File: src/rtl/fib_scheduler.sv
// -----------------------------------------------------------------------------
// fib_scheduler
//   Shares one 16-bit fibonacci generator between NREQ requesters. One
//   requester is granted at a time for a burst of L terms (len=0 counts as 1).
//   The scheduler drives the generator enable for L+1 cycles, drops the
//   duplicate term the generator repeats after every pause, and forwards the
//   remaining L terms to the granted consumer with d_last on the final one.
//
// Ports
//   clock_1  in   1        clock for this block and the generator
//   reset    in   1        asynchronous, active-low reset
//   req      in   NREQ     level-sensitive burst requests
//   len      in   NREQ*LW  burst length per requester, field i = len[i*LW +: LW]
//   gnt      out  NREQ     one-hot grant, held for the whole burst
//   busy     out  1        burst in progress
//   f_en     out  1        registered enable to the generator
//   f_valid  in   1        generator term valid
//   f_out    in   DW       generator term
//   d_valid  out  1        forwarded term valid (registered)
//   d_out    out  DW       forwarded term (registered)
//   d_last   out  1        final term of the burst, coincident with d_valid
//   d_id     out  3        index of the granted requester
//
// Configuration macro
//   FIB_SCHED_RR_EN  defined: round-robin arbitration starting after the last
//                    winner; undefined: fixed priority, lowest index wins.
// -----------------------------------------------------------------------------
module fib_scheduler #(
  parameter int NREQ = 2,
  parameter int LW   = 8,
  parameter int DW   = 16
) (
  input  logic                 clock_1,
  input  logic                 reset,
  input  logic [NREQ-1:0]      req,
  input  logic [NREQ*LW-1:0]   len,
  output logic [NREQ-1:0]      gnt,
  output logic                 busy,
  output logic                 f_en,
  input  logic                 f_valid,
  input  logic [DW-1:0]        f_out,
  output logic                 d_valid,
  output logic [DW-1:0]        d_out,
  output logic                 d_last,
  output logic [2:0]           d_id
);

  localparam logic [1:0] S_IDLE  = 2'd0;
  localparam logic [1:0] S_RUN   = 2'd1;
  localparam logic [1:0] S_DRAIN = 2'd2;

  logic [1:0]      state_q,   state_d;
  logic [NREQ-1:0] gnt_q,     gnt_d;
  logic [2:0]      id_q,      id_d;
  logic            f_en_q,    f_en_d;
  logic [LW-1:0]   en_cnt_q,  en_cnt_d;   // enable cycles still to go after this one
  logic [LW-1:0]   rem_q,     rem_d;      // terms still to forward
  logic            skip_q,    skip_d;     // next f_valid is the post-pause duplicate
  logic            d_valid_q, d_valid_d;
  logic [DW-1:0]   d_out_q,   d_out_d;
  logic            d_last_q,  d_last_d;

  // Per-requester length fields
  logic [LW-1:0] len_field [NREQ];
  genvar gi;
  generate
    for (gi = 0; gi < NREQ; gi++) begin : g_len
      assign len_field[gi] = len[gi*LW +: LW];
    end
  endgenerate

  // ---------------------------------------------------------------------------
  // Arbiter: search order is rotated by the pointer in round-robin mode
  // ---------------------------------------------------------------------------
  logic       win_found;
  logic [2:0] win_idx;

`ifdef FIB_SCHED_RR_EN
  logic [2:0] ptr_q, ptr_d;
  logic [3:0] ptr_inc;
  assign ptr_inc = {1'b0, win_idx} + 4'd1;
`endif

  always_comb begin
    logic [3:0] cand;
    cand      = '0;
    win_found = 1'b0;
    win_idx   = '0;
    for (int k = 0; k < NREQ; k++) begin
`ifdef FIB_SCHED_RR_EN
      cand = {1'b0, ptr_q} + 4'(k);
      if (cand >= 4'(NREQ)) cand = cand - 4'(NREQ);
`else
      cand = 4'(k);
`endif
      for (int j = 0; j < NREQ; j++) begin
        if (!win_found && (cand == 4'(j)) && req[j]) begin
          win_found = 1'b1;
          win_idx   = 3'(j);
        end
      end
    end
  end

  // Length of the winner; zero means a single term
  logic [LW-1:0] len_sel;
  logic [LW-1:0] burst_len;

  always_comb begin
    len_sel = '0;
    for (int j = 0; j < NREQ; j++) begin
      if (win_idx == 3'(j)) len_sel = len_field[j];
    end
  end

  assign burst_len = (len_sel == '0) ? LW'(1) : len_sel;

  // ---------------------------------------------------------------------------
  // Next-state logic
  // ---------------------------------------------------------------------------
  always_comb begin
    state_d   = state_q;
    gnt_d     = gnt_q;
    id_d      = id_q;
    f_en_d    = f_en_q;
    en_cnt_d  = en_cnt_q;
    rem_d     = rem_q;
    skip_d    = skip_q;
    d_valid_d = 1'b0;
    d_out_d   = d_out_q;
    d_last_d  = 1'b0;
`ifdef FIB_SCHED_RR_EN
    ptr_d     = ptr_q;
`endif

    case (state_q)
      S_IDLE: begin
        if (win_found) begin
          state_d  = S_RUN;
          gnt_d    = {{(NREQ-1){1'b0}}, 1'b1} << win_idx;
          id_d     = win_idx;
          f_en_d   = 1'b1;
          // The first enabled cycle is this grant's own cycle, so loading L
          // yields L+1 enabled cycles in total.
          en_cnt_d = burst_len;
          rem_d    = burst_len;
          skip_d   = 1'b1;
`ifdef FIB_SCHED_RR_EN
          ptr_d    = (ptr_inc >= 4'(NREQ)) ? 3'd0 : ptr_inc[2:0];
`endif
        end
      end
      S_RUN: begin
        if (en_cnt_q == '0) begin
          f_en_d  = 1'b0;
          state_d = S_DRAIN;
        end else begin
          en_cnt_d = en_cnt_q - LW'(1);
        end
      end
      S_DRAIN: begin
        // Terms still trail the enable by a cycle; leave once the last is out.
        if (d_last_q) begin
          state_d = S_IDLE;
          gnt_d   = '0;
        end
      end
      default: begin
        state_d = S_IDLE;
        gnt_d   = '0;
        f_en_d  = 1'b0;
      end
    endcase

    // Forwarding path runs in RUN and DRAIN alike
    if (state_q != S_IDLE && f_valid) begin
      if (skip_q) begin
        skip_d = 1'b0;
      end else if (rem_q != '0) begin
        d_valid_d = 1'b1;
        d_out_d   = f_out;
        d_last_d  = (rem_q == LW'(1));
        rem_d     = rem_q - LW'(1);
      end
    end
  end

  // ---------------------------------------------------------------------------
  // Registers
  // ---------------------------------------------------------------------------
  always_ff @(posedge clock_1 or negedge reset) begin
    if (!reset) begin
      state_q   <= S_IDLE;
      gnt_q     <= '0;
      id_q      <= '0;
      f_en_q    <= 1'b0;
      en_cnt_q  <= '0;
      rem_q     <= '0;
      skip_q    <= 1'b0;
      d_valid_q <= 1'b0;
      d_out_q   <= '0;
      d_last_q  <= 1'b0;
`ifdef FIB_SCHED_RR_EN
      ptr_q     <= '0;
`endif
    end else begin
      state_q   <= state_d;
      gnt_q     <= gnt_d;
      id_q      <= id_d;
      f_en_q    <= f_en_d;
      en_cnt_q  <= en_cnt_d;
      rem_q     <= rem_d;
      skip_q    <= skip_d;
      d_valid_q <= d_valid_d;
      d_out_q   <= d_out_d;
      d_last_q  <= d_last_d;
`ifdef FIB_SCHED_RR_EN
      ptr_q     <= ptr_d;
`endif
    end
  end

  assign gnt     = gnt_q;
  assign busy    = (state_q != S_IDLE);
  assign f_en    = f_en_q;
  assign d_valid = d_valid_q;
  assign d_out   = d_out_q;
  assign d_last  = d_last_q;
  assign d_id    = id_q;

endmodule

File: config.mk
export PLATFORM = sky130hd
export DESIGN_NAME = fib_scheduler
export DESIGN_NICKNAME = d
export VERILOG_FILES = /design/src/rtl/fib_scheduler.sv
export SDC_FILE = /design/constraint.sdc
export NUM_CORES = 1
export LEC_CHECK = 0
export ABC_AREA = 1
export ABC_CLOCK_PERIOD_IN_PS = 4400
export CORE_MARGIN = 3
export CORE_UTILIZATION = 53
export CTS_BUF_LIST = sky130_fd_sc_hd__clkbuf_4
export CTS_CLUSTER_DIAMETER = 100
export DETAILED_ROUTE_END_ITERATION = 8
export GPL_TIMING_DRIVEN = 0
export PLACE_DENSITY = 0.91
export RECOVER_POWER = 50
export SLEW_MARGIN = 20
export SYNTH_ARGS = -nofsm -noshare
export SYNTH_HDL_FRONTEND = slang
export SYNTH_SLANG_ARGS = --single-unit
File: constraint.sdc
create_clock -name clock_1 -period 4.4 [get_ports clock_1]
set_clock_uncertainty 0.2 [all_clocks]
set_input_delay 0.66 -clock clock_1 [delete_from_list [all_inputs] [get_ports clock_1]]
set_output_delay 0.66 -clock clock_1 [all_outputs]
set_load 0.01 [all_outputs]
==> metrics, run 1 <==
status complete, no violations; H-tree levels 2; Via-to-Cell Ratio 5.12; Leakage 1.45 nW; number of instances in the synthesized netlist 291; power density over the cells 615 nW/um^2; type of the worst setup path in2reg; gp weighted congestion 0.949; global-route total usage across every layer 0.227; Die Ht 70.9 microns; Clock Path Buffers 2; highest fanout seen on the critical path 10; Netlist Area Pre-Place 2230 sq um; Slew Viols, Final 0; Ys Warns 0; Residual DRC 0; count of antenna-violating nets left after detailed routing 0; f_max 384 MHz; final setup violating endpoints 0; violation count after the first detailed-route iteration 147; CTS Hold Buffers Added 0; first-pass GRT wire length 8970 microns; worst setup path end d_out[5]; commonest cells after routing, fill and taps aside 110 x sky130_fd_sc_hd__nand2_1, 56 x sky130_fd_sc_hd__clkdlybuf4s50_1, 41 x sky130_fd_sc_hd__dfrtp_1; setup repair after global routing missed its margin no; distinct cell type count after synthesis 30; insertion delay of the later-clocked pin in the worst-skew pair 0.35 ns; per-cell routed wire length 13.1 microns; clock transition time at the flip-flop clock pins of the worst setup and hold paths 0.12 ns; growth of design area from synthesis to finish 30.7%; area share of the largest cell type after synthesis 0.459; router iterations before antenna repair 4; starting utilization of the core area 0.580; root cell of the clock tree sky130_fd_sc_hd__clkbuf_4; met3 usage in global routing 0.0483; path type of the worst min-delay path in2async; Num CTS Buffers 5; post-layout util 0.757; sum of net half-perimeters after detailed placement 4120 microns; leading post-synthesis cells by cell area sky130_fd_sc_hd__dfrtp_1 46%, sky130_fd_sc_hd__nand2_1 18%, sky130_fd_sc_hd__inv_1 4.4%, sky130_fd_sc_hd__nor2_1 2.9%, sky130_fd_sc_hd__ha_1 2.8%; number of failing hold endpoints at the final stage 0; initial antenna violation count 0; clock sinks 41; Inst Count DP 399; leading cell type in the layout, fill and taps excluded sky130_fd_sc_hd__nand2_1; count of buffers from port buffering 58; critical path data arrival time 2.65 ns; net count of the finished layout 400; die area 5030 sq um; number of buffers inserted to repair setup after CTS 0; Filler cells 292; Row Count 22; routed via count 2085; area of the core 3850 sq um; Final min period 2.61 ns; proportion of layout cells with a drive suffix above 1 0.0696; worst r2r src rem_q[0]; maximum number of pins on one net before global-route repair 25; antenna diode count 0; Total Power 1.80 mW; measured slew at the worst slew-check pin 1.27 ns; startpoint class of the critical path primary input; filler-free cell count of the finished design 407; final cycle utilization of the critical path 0.592; Avg Cell Area, Syn 7.67 sq um; number of resized instances in the post-cts repair step 0; Die Span X 70.9 microns; total negative setup slack 0 ns; endpoint kind of the worst setup timing path register; worst reg2reg setup slack 2.03 ns; IO Pins 62; critical path launch point f_valid; VDD IR max 0.424 mV; number of cell instances on the worst register-to-register path 9; total overflow reported by the global router 0; final routed wirelength across all metal layers 5340 microns; Crit path required time 4.44 ns; worst reg2reg path endpoint d_out[5]; sequential-to-total area share from yosys stat 0.459; count of state elements after synthesis 41; via count of the first global-routing pass 2025; met2 capacity usage during global routing 0.385; layer with the highest usage met2; dominant cell type by area after synthesis sky130_fd_sc_hd__dfrtp_1; clock tree from TritonCTS yes; Max Cap Viol 0; worst rel slew slack 0.153; global routing met1 resource utilization 0.287
-- state kept, by name (all words and copies together), names as in the netlist --
register and count:
d_id 1, d_last 1, d_out 16, d_valid 1, en_cnt_q 8, f_en 1, gnt 2, rem_q 8
skip_q 1, state_q 2
-- power by group --
part / switching (mW) / internal (mW)
clock: 0.117 / 0.124
sequential: 0.116 / 0.550
combinational: 0.474 / 0.414
-- worst min path at each step --
stage,to,cells after the start,slack (ns),startpoint
after floorplan,d_id[0],0,0.16,reset
after global placement,d_out[7],2,0.25,d_out[7]
after detailed placement,d_out[14],2,0.26,d_out[14]
after CTS,rem_q[2],1,0.04,reset
after global routing,rem_q[2],1,0.26,reset
final,d_out[15],1,0.22,reset
-- worst max-delay path: stages --
cell and delay [ns]:
sky130_fd_sc_hd__clkdlybuf4s50_1 0.46, sky130_fd_sc_hd__inv_1 0.04, sky130_fd_sc_hd__nor2_1 0.14, sky130_fd_sc_hd__nand2_1 0.08, sky130_fd_sc_hd__nor2_1 0.39, sky130_fd_sc_hd__clkinvlp_2 0.40
sky130_fd_sc_hd__clkbuf_1 0.30, sky130_fd_sc_hd__nand2_1 0.13, sky130_fd_sc_hd__nand2_1 0.06
-- routing by layer --
| layer | vias to the layer above | wire length [microns] |
|---|---|---|
| li1 | 1043 | - |
| met1 | 960 | 2210 |
| met2 | 74 | 2640 |
| met3 | 8 | 373 |
| met4 | 0 | 111 |
| met5 | - | 0 |
-- area by class of cell --
cell class              instances  area [sq um]  area share
inverters                      33           125      0.0429
multi-input cells             208           992       0.340
clock buffers                   6          45.0      0.0154
plain buffers                  10          58.8      0.0201
well taps                      48          60.1      0.0206
clock inverters                 2          33.8      0.0116
repair buffers                 59           578       0.198
flip-flops and latches         41          1030       0.351
-- Yosys cell counts, drive strengths merged --
cell type    n
a21oi       10
nand3       10
nor2        21
xor2         1
o21ai       22
inv         33
or2          1
mux2i        1
o211ai       6
o22ai        1
dfrtp       41
nand4        1
conb         1
a31oi        1
nor3         4
o31ai        3
ha           5
nand3b       3
buf         10
xnor2        5
nand2      111
-- cells by family after synthesis --
logic type / synth area share
flops: 0.459
compound gates: 0.110
mux: 0.00448
buf+inv: 0.0913
simple gates: 0.281
xor+xnor: 0.0235
other cells: 0.00168
fa+ha+maj: 0.0280
-- through the flow --
stage | hold WS, ns | worst slack, ns | cell area (sq um)
finish | 0.220 | 1.79 | 2920
CTS | 0.0446 | 1.88 | 2980
floorplan | 0.164 | 2.56 | 2240
detailed placement | 0.259 | 1.92 | 2900
global route | 0.262 | 1.59 | 2920
global placement | 0.252 | 1.43 | 2880
Power figures use the tool's default switching activity.
==> run 2: changes to the inputs <==
--- a/config.mk
+++ b/config.mk
@@ -6,14 +6,14 @@
 export NUM_CORES = 1
 export LEC_CHECK = 0
 export ABC_AREA = 1
-export ABC_CLOCK_PERIOD_IN_PS = 4400
+export ABC_CLOCK_PERIOD_IN_PS = 2200
 export CORE_MARGIN = 3
-export CORE_UTILIZATION = 53
+export CORE_UTILIZATION = 45
 export CTS_BUF_LIST = sky130_fd_sc_hd__clkbuf_4
 export CTS_CLUSTER_DIAMETER = 100
 export DETAILED_ROUTE_END_ITERATION = 8
 export GPL_TIMING_DRIVEN = 0
-export PLACE_DENSITY = 0.91
+export PLACE_DENSITY = 0.83
 export RECOVER_POWER = 50
 export SLEW_MARGIN = 20
 export SYNTH_ARGS = -nofsm -noshare
==> constraint.sdc (replaced) <==
create_clock -name clock_1 -period 2.2 [get_ports clock_1]
set_clock_uncertainty 0.2 [all_clocks]
set_input_delay 0.33 -clock clock_1 [delete_from_list [all_inputs] [get_ports clock_1]]
set_output_delay 0.33 -clock clock_1 [all_outputs]
set_load 0.01 [all_outputs]
==> metrics, run 2 (same netlist as run 1, synthesis figures left out) <==
worst rel slew slack 0.449; leading cell type in the layout, fill and taps excluded sky130_fd_sc_hd__nand2_1; final setup violating endpoints 0; proportion of layout cells with a drive suffix above 1 0.0861; clock sinks 41; final cycle utilization of the critical path 0.940; routed via count 2037; internal power 2.19 mW; Sw Ratio 0.394; antenna diode count 0; Row Count 25; number of buffers inserted to repair setup after CTS 0; global-route total usage across every layer 0.186; Leakage 1.47 nW; measured slew at the worst slew-check pin 0.826 ns; critical path data arrival time 1.54 ns; initial antenna violation count 0; worst reg2reg setup slack 0.24 ns; commonest cells after routing, fill and taps aside 109 x sky130_fd_sc_hd__nand2_1, 55 x sky130_fd_sc_hd__clkdlybuf4s50_1, 41 x sky130_fd_sc_hd__dfrtp_1; clock network fraction of total power 0.137; growth of design area from synthesis to finish 33.5%; power density over the cells 1210 nW/um^2; Filler cells 434; setup repair after global routing missed its margin no; gp weighted congestion 0.889; Residual DRC 0; count of buffers from port buffering 58; clock tree from TritonCTS yes; maximum number of pins on one net before global-route repair 27; IO Pins 62; combinational cell fraction of total power 0.497; insertion delay of the later-clocked pin in the worst-skew pair 0.35 ns; root cell of the clock tree sky130_fd_sc_hd__clkbuf_4; count of antenna-violating nets left after detailed routing 0; Num CTS Buffers 5; router iterations before antenna repair 4; first-pass GRT wire length 8940 microns; startpoint class of the critical path register; Crit path required time 1.67 ns; Via-to-Cell Ratio 4.77; number of failing hold endpoints at the final stage 0; sum of net half-perimeters after detailed placement 4000 microns; number of flip-flops under the largest register name 16; VDD IR max 0.440 mV; total negative setup slack 0 ns; Slew Viols, Final 0; total overflow reported by the global router 0; highest fanout seen on the critical path 4; H-tree levels 2; post-route cell area 2980 sq um; Final min period 2.07 ns; starting utilization of the core area 0.470; path type of the worst min-delay path reg2reg; type of the worst setup path reg2out; P_sw 1.42 mW; per-cell routed wire length 12.3 microns; violation count after the first detailed-route iteration 125; Die Span X 76.5 microns; area of the core 4750 sq um; Clock Path Buffers 2; Storage cell area 1030 sq um; Die Ht 76.5 microns; placed cell areas 2920 sq um; endpoint kind of the worst setup timing path output pin; portion of total power attributed to sequential cells 0.366; via count of the first global-routing pass 1982; f_max 483 MHz; status complete, no violations; clock transition time at the flip-flop clock pins of the worst setup and hold paths 0.11 ns; net count of the finished layout 401; final routed wirelength across all metal layers 5240 microns; die area 5840 sq um; combined area of the multi-input logic cells 1010 sq um; Max Cap Viol 0
run 2: changes by cell type in the layout (fill, tap and decap cells not counted), sizes merged:
| cell | previous run | this run |
|---|---|---|
| dlygate4sd3 | 1 | 3 |
| inv | 32 | 33 |
| buf | 7 | 8 |
| clkbuf | 11 | 10 |
| clkdlybuf4s50 | 56 | 55 |
| clkinvlp | 1 | 0 |
run 2: routing by layer:
| metal | vias to the layer above | global-route usage | routed length, microns |
|---|---|---|---|
| met3 | 7 | 0.0331 | 279 |
| li1 | 1050 | - | - |
| met5 | - | 0 | 0 |
| met4 | 0 | 0.0725 | 76 |
| met2 | 57 | 0.309 | 2560 |
| met1 | 923 | 0.241 | 2320 |
run 2: path summary, 6_finish.rpt:
check | startpoint | end | cells after the start
max | state_q[0] | busy | 3
min | d_out[3] | d_out[3] | 2
max reg2reg | en_cnt_q[0] | f_en | 8
min reg2reg | d_out[3] | d_out[3] | 2
max in group asynchronous | reset | rem_q[6] | 3
min in group asynchronous | reset | d_out[7] | 2
run 2: worst max-delay path, stage by stage (launching register included):
cell and delay [ns]:
sky130_fd_sc_hd__dfrtp_1 0.45, sky130_fd_sc_hd__nor2_2 0.22, sky130_fd_sc_hd__inv_1 0.06, sky130_fd_sc_hd__clkdlybuf4s50_1 0.47
run 2: area by class of cell:
class	instances	share of cell area
Sequential cell	41	0.344
Multi-Input combinational cell	208	0.338
Timing Repair Buffer	60	0.198
Inverter	33	0.0424
Tap cell	67	0.0281
Buffer	10	0.0235
Clock buffer	6	0.0151
Clock inverter	2	0.0113
run 2: stage by stage:
stage | worst slack, ns | hold slack, ns | total power [mW] | cells | util
6_report | 0.131 | 0.281 | 3.62 | 427 | 0.627
5_1_grt | 0.0240 | 0.290 | 3.92 | 427 | 0.627
4_1_cts | 0.0245 | 0.219 | 3.65 | 427 | 0.632
3_5_place_dp | 0.0391 | 0.0674 | 3.15 | 418 | 0.613
3_3_place_gp | -0.424 | 0.252 | 3.08 | 417 | 0.610
2_1_floorplan | 0.605 | -0.166 | 2.43 | 292 | -
run 2: repair_timing:
item	in CTS	in global routing
gates resized for setup	0	1
hold buffers	1	0
setup endpoints to repair	0	1
endpoints found under the hold margin	15	0
run 2: power groups by stage:
stage / clock (mW) / sequential [mW] / combinational (mW)
3_3_place_gp: 0 / 1.32 / 1.76
3_5_place_dp: 0 / 1.34 / 1.82
6_report: 0.495 / 1.32 / 1.80
4_1_cts: 0.501 / 1.32 / 1.83
5_1_grt: 0.531 / 1.37 / 2.02
2_1_floorplan: 0 / 1.40 / 1.03
